`config.mk`:
```
export PLATFORM = sky130hd
export DESIGN_NAME = dpram_stream_reader
export DESIGN_NICKNAME = d
export VERILOG_FILES = /design/src/rtl/dpram_stream_reader.sv
export SDC_FILE = /design/constraint.sdc
export NUM_CORES = 1
export LEC_CHECK = 0
export ABC_CLOCK_PERIOD_IN_PS = 5100
export CORE_ASPECT_RATIO = 0.6
export CORE_MARGIN = 5
export CORE_UTILIZATION = 35
export CTS_CLUSTER_DIAMETER = 200
export DETAILED_ROUTE_END_ITERATION = 8
export PLACE_DENSITY = 0.66
export REMOVE_ABC_BUFFERS = 1
export SYNTH_ARGS = -nofsm -noshare
export SYNTH_HDL_FRONTEND = slang
export SYNTH_SLANG_ARGS = --single-unit
```
`constraint.sdc`:
```
create_clock -name Clk -period 5.1 [get_ports Clk]
set_input_delay 0.765 -clock Clk [delete_from_list [all_inputs] [get_ports Clk]]
set_output_delay 0.765 -clock Clk [all_outputs]
set_load 0.02 [all_outputs]
```
`src/rtl/dpram_stream_reader.sv`:
```
// dpram_stream_reader
//   Read-side client of the dual-port RAM. Takes a (start address, beat count)
//   command, drives the RAM read port and re-emits the returned words as a
//   valid/ready stream with last-beat marking and a completion pulse.
//
// Ports
//   Clk, Rst            single clock, synchronous active-high reset
//   CmdValid/CmdReady   command handshake; CmdAddr = first word, CmdLen = beats
//   RAddr/REnc          RAM read port; RData returns the cycle after REnc
//   OutValid/OutReady   output stream handshake; OutData, OutLast per beat
//   Done                one-cycle completion pulse
//   DbgState            current FSM state (0 idle, 1 read, 2 drain)
//   BeatCnt, StallCnt   only with DPRAM_STREAM_READER_PERF_EN defined:
//                       saturating counts of transferred beats / stalled cycles
//
// Handshake semantics (both Cmd and Out): a transfer happens on a rising edge
// where valid and ready are both 1. A source holds valid and its payload
// stable until the transfer; ready may change freely.
//
// Optional feature macro: DPRAM_STREAM_READER_PERF_EN.
module dpram_stream_reader #(
  parameter int DataWidth = 64,
  parameter int Depth     = 256,
  parameter int LenWidth  = 16,
  localparam int AddrWidth = $clog2(Depth)
) (
  input  logic                 Clk,
  input  logic                 Rst,
  input  logic                 CmdValid,
  output logic                 CmdReady,
  input  logic [AddrWidth-1:0] CmdAddr,
  input  logic [LenWidth-1:0]  CmdLen,
  output logic [AddrWidth-1:0] RAddr,
  output logic                 REnc,
  input  logic [DataWidth-1:0] RData,
  output logic                 OutValid,
  input  logic                 OutReady,
  output logic [DataWidth-1:0] OutData,
  output logic                 OutLast,
  output logic                 Done,
  output logic [1:0]           DbgState
`ifdef DPRAM_STREAM_READER_PERF_EN
  ,
  output logic [31:0]          BeatCnt,
  output logic [31:0]          StallCnt
`endif
);

  localparam logic [1:0] IDLE  = 2'd0;
  localparam logic [1:0] READ  = 2'd1;
  localparam logic [1:0] DRAIN = 2'd2;

  logic [1:0]           state_q;
  logic [AddrWidth-1:0] addr_q;
  logic [LenWidth-1:0]  remain_q;
  logic                 in_flight_q;
  logic                 in_flight_last_q;
  logic                 done_zero_q;

  // 4-entry output FIFO; the last flag travels with each word.
  logic [DataWidth-1:0] fifo_data [4];
  logic [3:0]           fifo_last;
  logic [1:0]           wr_ptr_q;
  logic [1:0]           rd_ptr_q;
  logic [2:0]           occ_q;

  logic cmd_fire;
  logic credit_ok;
  logic issue;
  logic pop;
  logic head_last;
  logic drain_done;

  always_comb begin
    cmd_fire   = CmdValid && (state_q == IDLE);
    // Registered occupancy plus the outstanding read; a pop this cycle does
    // not free a slot until next cycle, so the FIFO can never overflow.
    credit_ok  = ({1'b0, occ_q} + {3'b000, in_flight_q}) <= 4'd2;
    issue      = (state_q == READ) && credit_ok;
    pop        = (occ_q != 3'd0) && OutReady;
    head_last  = fifo_last[rd_ptr_q];
    drain_done = (state_q == DRAIN) && pop && head_last && !in_flight_q;
  end

  // Outputs are gated by Rst so an abort is visible in the reset cycle itself.
  always_comb begin
    CmdReady = (state_q == IDLE) && !Rst;
    REnc     = issue && !Rst;
    RAddr    = Rst ? '0 : addr_q;
    OutValid = (occ_q != 3'd0) && !Rst;
    OutData  = fifo_data[rd_ptr_q];
    OutLast  = OutValid && head_last;
    Done     = !Rst && (done_zero_q || drain_done);
    DbgState = state_q;
  end

  always_ff @(posedge Clk) begin
    if (Rst) begin
      state_q          <= IDLE;
      addr_q           <= '0;
      remain_q         <= '0;
      in_flight_q      <= 1'b0;
      in_flight_last_q <= 1'b0;
      done_zero_q      <= 1'b0;
    end else begin
      done_zero_q      <= 1'b0;
      in_flight_q      <= issue;
      in_flight_last_q <= issue && (remain_q == LenWidth'(1));
      case (state_q)
        IDLE: begin
          if (cmd_fire) begin
            if (CmdLen == '0) begin
              done_zero_q <= 1'b1;
            end else begin
              addr_q   <= CmdAddr;
              remain_q <= CmdLen;
              state_q  <= READ;
            end
          end
        end
        READ: begin
          if (issue) begin
            // Natural power-of-two wrap from Depth-1 back to 0.
            addr_q   <= addr_q + AddrWidth'(1);
            remain_q <= remain_q - LenWidth'(1);
            if (remain_q == LenWidth'(1)) state_q <= DRAIN;
          end
        end
        DRAIN: begin
          if (drain_done) state_q <= IDLE;
        end
        default: state_q <= IDLE;
      endcase
    end
  end

  // FIFO pointers and occupancy; push and pop together leave occ unchanged.
  always_ff @(posedge Clk) begin
    if (Rst) begin
      wr_ptr_q  <= 2'd0;
      rd_ptr_q  <= 2'd0;
      occ_q     <= 3'd0;
      fifo_last <= 4'd0;
    end else begin
      if (in_flight_q) begin
        fifo_last[wr_ptr_q] <= in_flight_last_q;
        wr_ptr_q            <= wr_ptr_q + 2'd1;
      end
      if (pop) rd_ptr_q <= rd_ptr_q + 2'd1;
      case ({in_flight_q, pop})
        2'b10:   occ_q <= occ_q + 3'd1;
        2'b01:   occ_q <= occ_q - 3'd1;
        default: occ_q <= occ_q;
      endcase
    end
  end

  always_ff @(posedge Clk) begin
    if (in_flight_q) fifo_data[wr_ptr_q] <= RData;
  end

`ifdef DPRAM_STREAM_READER_PERF_EN
  always_ff @(posedge Clk) begin
    if (Rst) begin
      BeatCnt  <= 32'd0;
      StallCnt <= 32'd0;
    end else begin
      if (OutValid && OutReady && (BeatCnt != 32'hFFFF_FFFF))
        BeatCnt <= BeatCnt + 32'd1;
      if (OutValid && !OutReady && (StallCnt != 32'hFFFF_FFFF))
        StallCnt <= StallCnt + 32'd1;
    end
  end
`endif

endmodule
```
==> flow_summary.toml <==
[critical_path]
critPathArrivalTime_ps = 3070
worstReg2RegEnd = "remain_q[4]$_SDFFE_PP0P_"
crit_path_start = "DbgState[0]$_SDFFE_PP0P_"
slowest_delay_ps = 850
path_delay_family = "flip-flops"
cp_num_buf_inv = 1
setup.worst_path.class = "reg2out"
cp-end-kind = "output pin"
crit_fanout = 20
worstPathCellList = "nand2b_4 > a211o_1 > nor2_1 > clkdlybuf4s50_1"
ff2ff_setup_slack_ps = 2430
slowest_stage = "dfxtp_1"
timing.rr.start = "in_flight_q$_SDFF_PP0_"
cp-start-kind = "flip-flop"
cp.required_ps = 4340
rr_worst_depth = 7

[timing]
final.setup_skew_ps = 9.28
rsz0062_at_grt = "no"
worst_slack_ps = 1260
worstMarginPinSlew_ps = 1040
setup_violations = 0
max_freq_ghz = 0.261
fin_hold_ws_ps = 473
timing.setup.tns_ps = 0
min_period_ps = 3840
drv_slew = 0
slew_headroom_pct = 30.9
hold_viol_final = 0
finalCritPeriodShare_pct = 75.2

[clock_tree]
cts_sinks = 298
clk_latency_ps = 540
cts_max_level = 1
ctsHoldBuffers = 0
cts_setup_buffers = 0
cts-root-buf = "clkbuf_16"
postCtsResizedCells = 0
cts_tree = "built"
cts.path.max_buffers = 3
cts_buffers = 28
cts.clk_slew.worst_paths_ps = 70

[cells_and_area]
seq_area_um2 = 8540
final_area_um2 = 14800
fill_cells = 2838
area_growth_pct = 26.4
layout-drive-gt1-share_pct = 15.4
nets = 921
multiInputGateArea_um2 = 2990

[grt]
antenna_found_initial = 4
grt_overflow_total = 0
grt_usage_pct = 13.7
grt_pass1_wl_mm = 39.6
grt_pass1_vias = 6730
grt_max_degree = 67

[worst_hold_path]
worstHoldStart = "fifo_last[2]$_SDFFE_PP0P_"
holdPathStages = 2
worstHoldPathType = "reg2reg"
whs_endpoint = "fifo_last[2]$_SDFFE_PP0P_"

[synthesis]
synth_edf_count = 256
synth_top_family_by_area = "multiplexers"
synthAdderAreaFrac_pct = 1.24
synthMuxAreaShare_pct = 12.7
yosysTopAreaCell = "edfxtp_1"
synth_seq_cells = 298
avgSynthCellArea_um2 = 18.1
synth.top_cell.area_share_pct = 65.7
synthTopCellsByArea = "edfxtp_1, mux4_2, dfxtp_1"
netlist_instances = 647
async_flop_share_pct = 0
ys_seq_area_share_pct = 72.8
synth_cell_type_count = 60
synth_flop_cell = "edfxtp_1"
synth-simple-area-share_pct = 5.60
synth_warnings = 0
synth-xor-area-share_pct = 0.598
synthesis.area_um2 = 11700
synth_compound_area_share_pct = 5.27

[drt]
drt-vias-per-instance = 5.12
drtAntennaViolNets = 0
vias = 6607
wl_per_cell_um = 20.1
drc = 0
routed_wl_mm = 25.9
dr.pass1.iters = 5
drt-initial-drc-count = 675

[die]
chipHeight_um = 152
core-area_um2 = 32700
rows = 51
io_pins = 171
dieArea_um2 = 37300
start_util_pct = 35.8
fp.dieW_um = 246

[power_and_ir_drop]
report.power.total_uw = 6270
power_density_nw_per_um2 = 424
leakagePower_uw = 0.00463
vdd_ir_drop_max_mv = 0.188

[placement]
portBuffers = 170
dp_hpwl_mm = 16.0
place_ws_ps = 1780
placed_cell_area_um2 = 13900
gp_congestion = 0.848

[run_status]
status = "finished, final reports clean"

[run]
drv_cap = 0
## metrics by stage
| step | util (%) | instances |
|---|---|---|
| floorplan | - | 614 |
| global placement | 42.5 | 1238 |
| detailed placement | 42.5 | 1238 |
| CTS | 45.2 | 1287 |
| global route | 45.2 | 1290 |
| finish | 45.2 | 1290 |
## placed cells by master, fill, tap and decap left out, types with 6 or more instances in the layout
cell type and count:
nand2_1 25, nor3_1 9, a221oi_1 7, clkdlybuf4s50_1 170, o21ai_0 14, nand3_1 9
clkbuf_16 29, o22ai_1 11, edfxtp_1 256, mux4_2 65, ha_1 10, dfxtp_1 40
nor4_1 8, inv_1 17, nor2b_1 7, nor2_1 29, a21oi_1 25, a32o_1 6
## per-layer routing
metal / global-route usage, % / part of all wire, %
met1: 20.2 / 46
met2: 20.2 / 44
met3: 3.54 / 7.5
met4: 3.62 / 2.6
met5: 0 / 0.042
## cell usage after synthesis (2+ instances only)
cell	instances
ha_1	10
a21o_1	2
xnor2_1	4
nor2_1	29
o221ai_1	2
nor2b_1	7
a211oi_1	3
o21ai_1	3
xor2_1	4
or4_1	2
mux4_2	65
nor3_1	9
nor3b_1	2
nand2_1	25
o32ai_1	2
dfxtp_1	42
a21oi_1	25
nand2b_1	4
and2_1	7
buf_1	5
clkbuf_1	14
nand4_1	5
nand3_1	9
edfxtp_1	256
mux2i_1	2
o22ai_1	11
inv_1	17
nand2_2	3
o31ai_1	2
a22oi_1	2
o21ai_0	14
a221oi_1	7
buf_2	14
a32o_1	6
nor4_1	8
## worst register-to-register path, stage by stage, from the launching register on
cell	delay, ps
dfxtp_1	400
ha_1	260
ha_1	190
and2_1	150
a21oi_1	310
a211o_1	490
nand2_2	400
a221oi_1	370
## worst max-delay path by stage
stage	end	depth (start not counted)	slack, ps
2_1_floorplan	OutData[0]	1	880
3_3_place_gp	Done	5	1820
3_5_place_dp	Done	5	1780
4_1_cts	REnc	4	1260
5_1_grt	REnc	4	1120
6_report	REnc	4	1260
## power breakdown
group | leakage, µW | internal, µW | switching [µW] | total, µW
clock | 0.000435 | 1160 | 849 | 2010
sequential | 0.00266 | 2740 | 153 | 2890
combinational | 0.00153 | 710 | 653 | 1360
## cell families (layout without fill, tap and decap cells)
family | Yosys count | after routing
DFF | 298 | 298
adders and majority gates | 11 | 11
muxes | 67 | 67
buffers and inverters | 51 | 241
AOI/OAI and AO/OA | 91 | 91
and+or+nand+nor | 121 | 121
other | 0 | 3
xor gates and xnor gates | 8 | 8
## sequential cells by signal, indices dropped and copies added, names as in the netlist, named ones only
register	count
DbgState	2
addr_q	8
done_zero_q	1
fifo_data	256
fifo_last	4
in_flight_last_q	1
in_flight_q	1
occ_q	3
rd_ptr_q	2
remain_q	16
wr_ptr_q	2
## cell type report
class,count,share of cell area [%]
multi-input combinational,298,20.2
sequential,298,57.7
clock buffer,35,5.19
timing repair buffer,174,11.8
inverter,18,0.457
clock inverter,14,0.820
tap,450,3.81
antenna,3,0.0507
No activity file was read; power rests on OpenSTA's default activity.
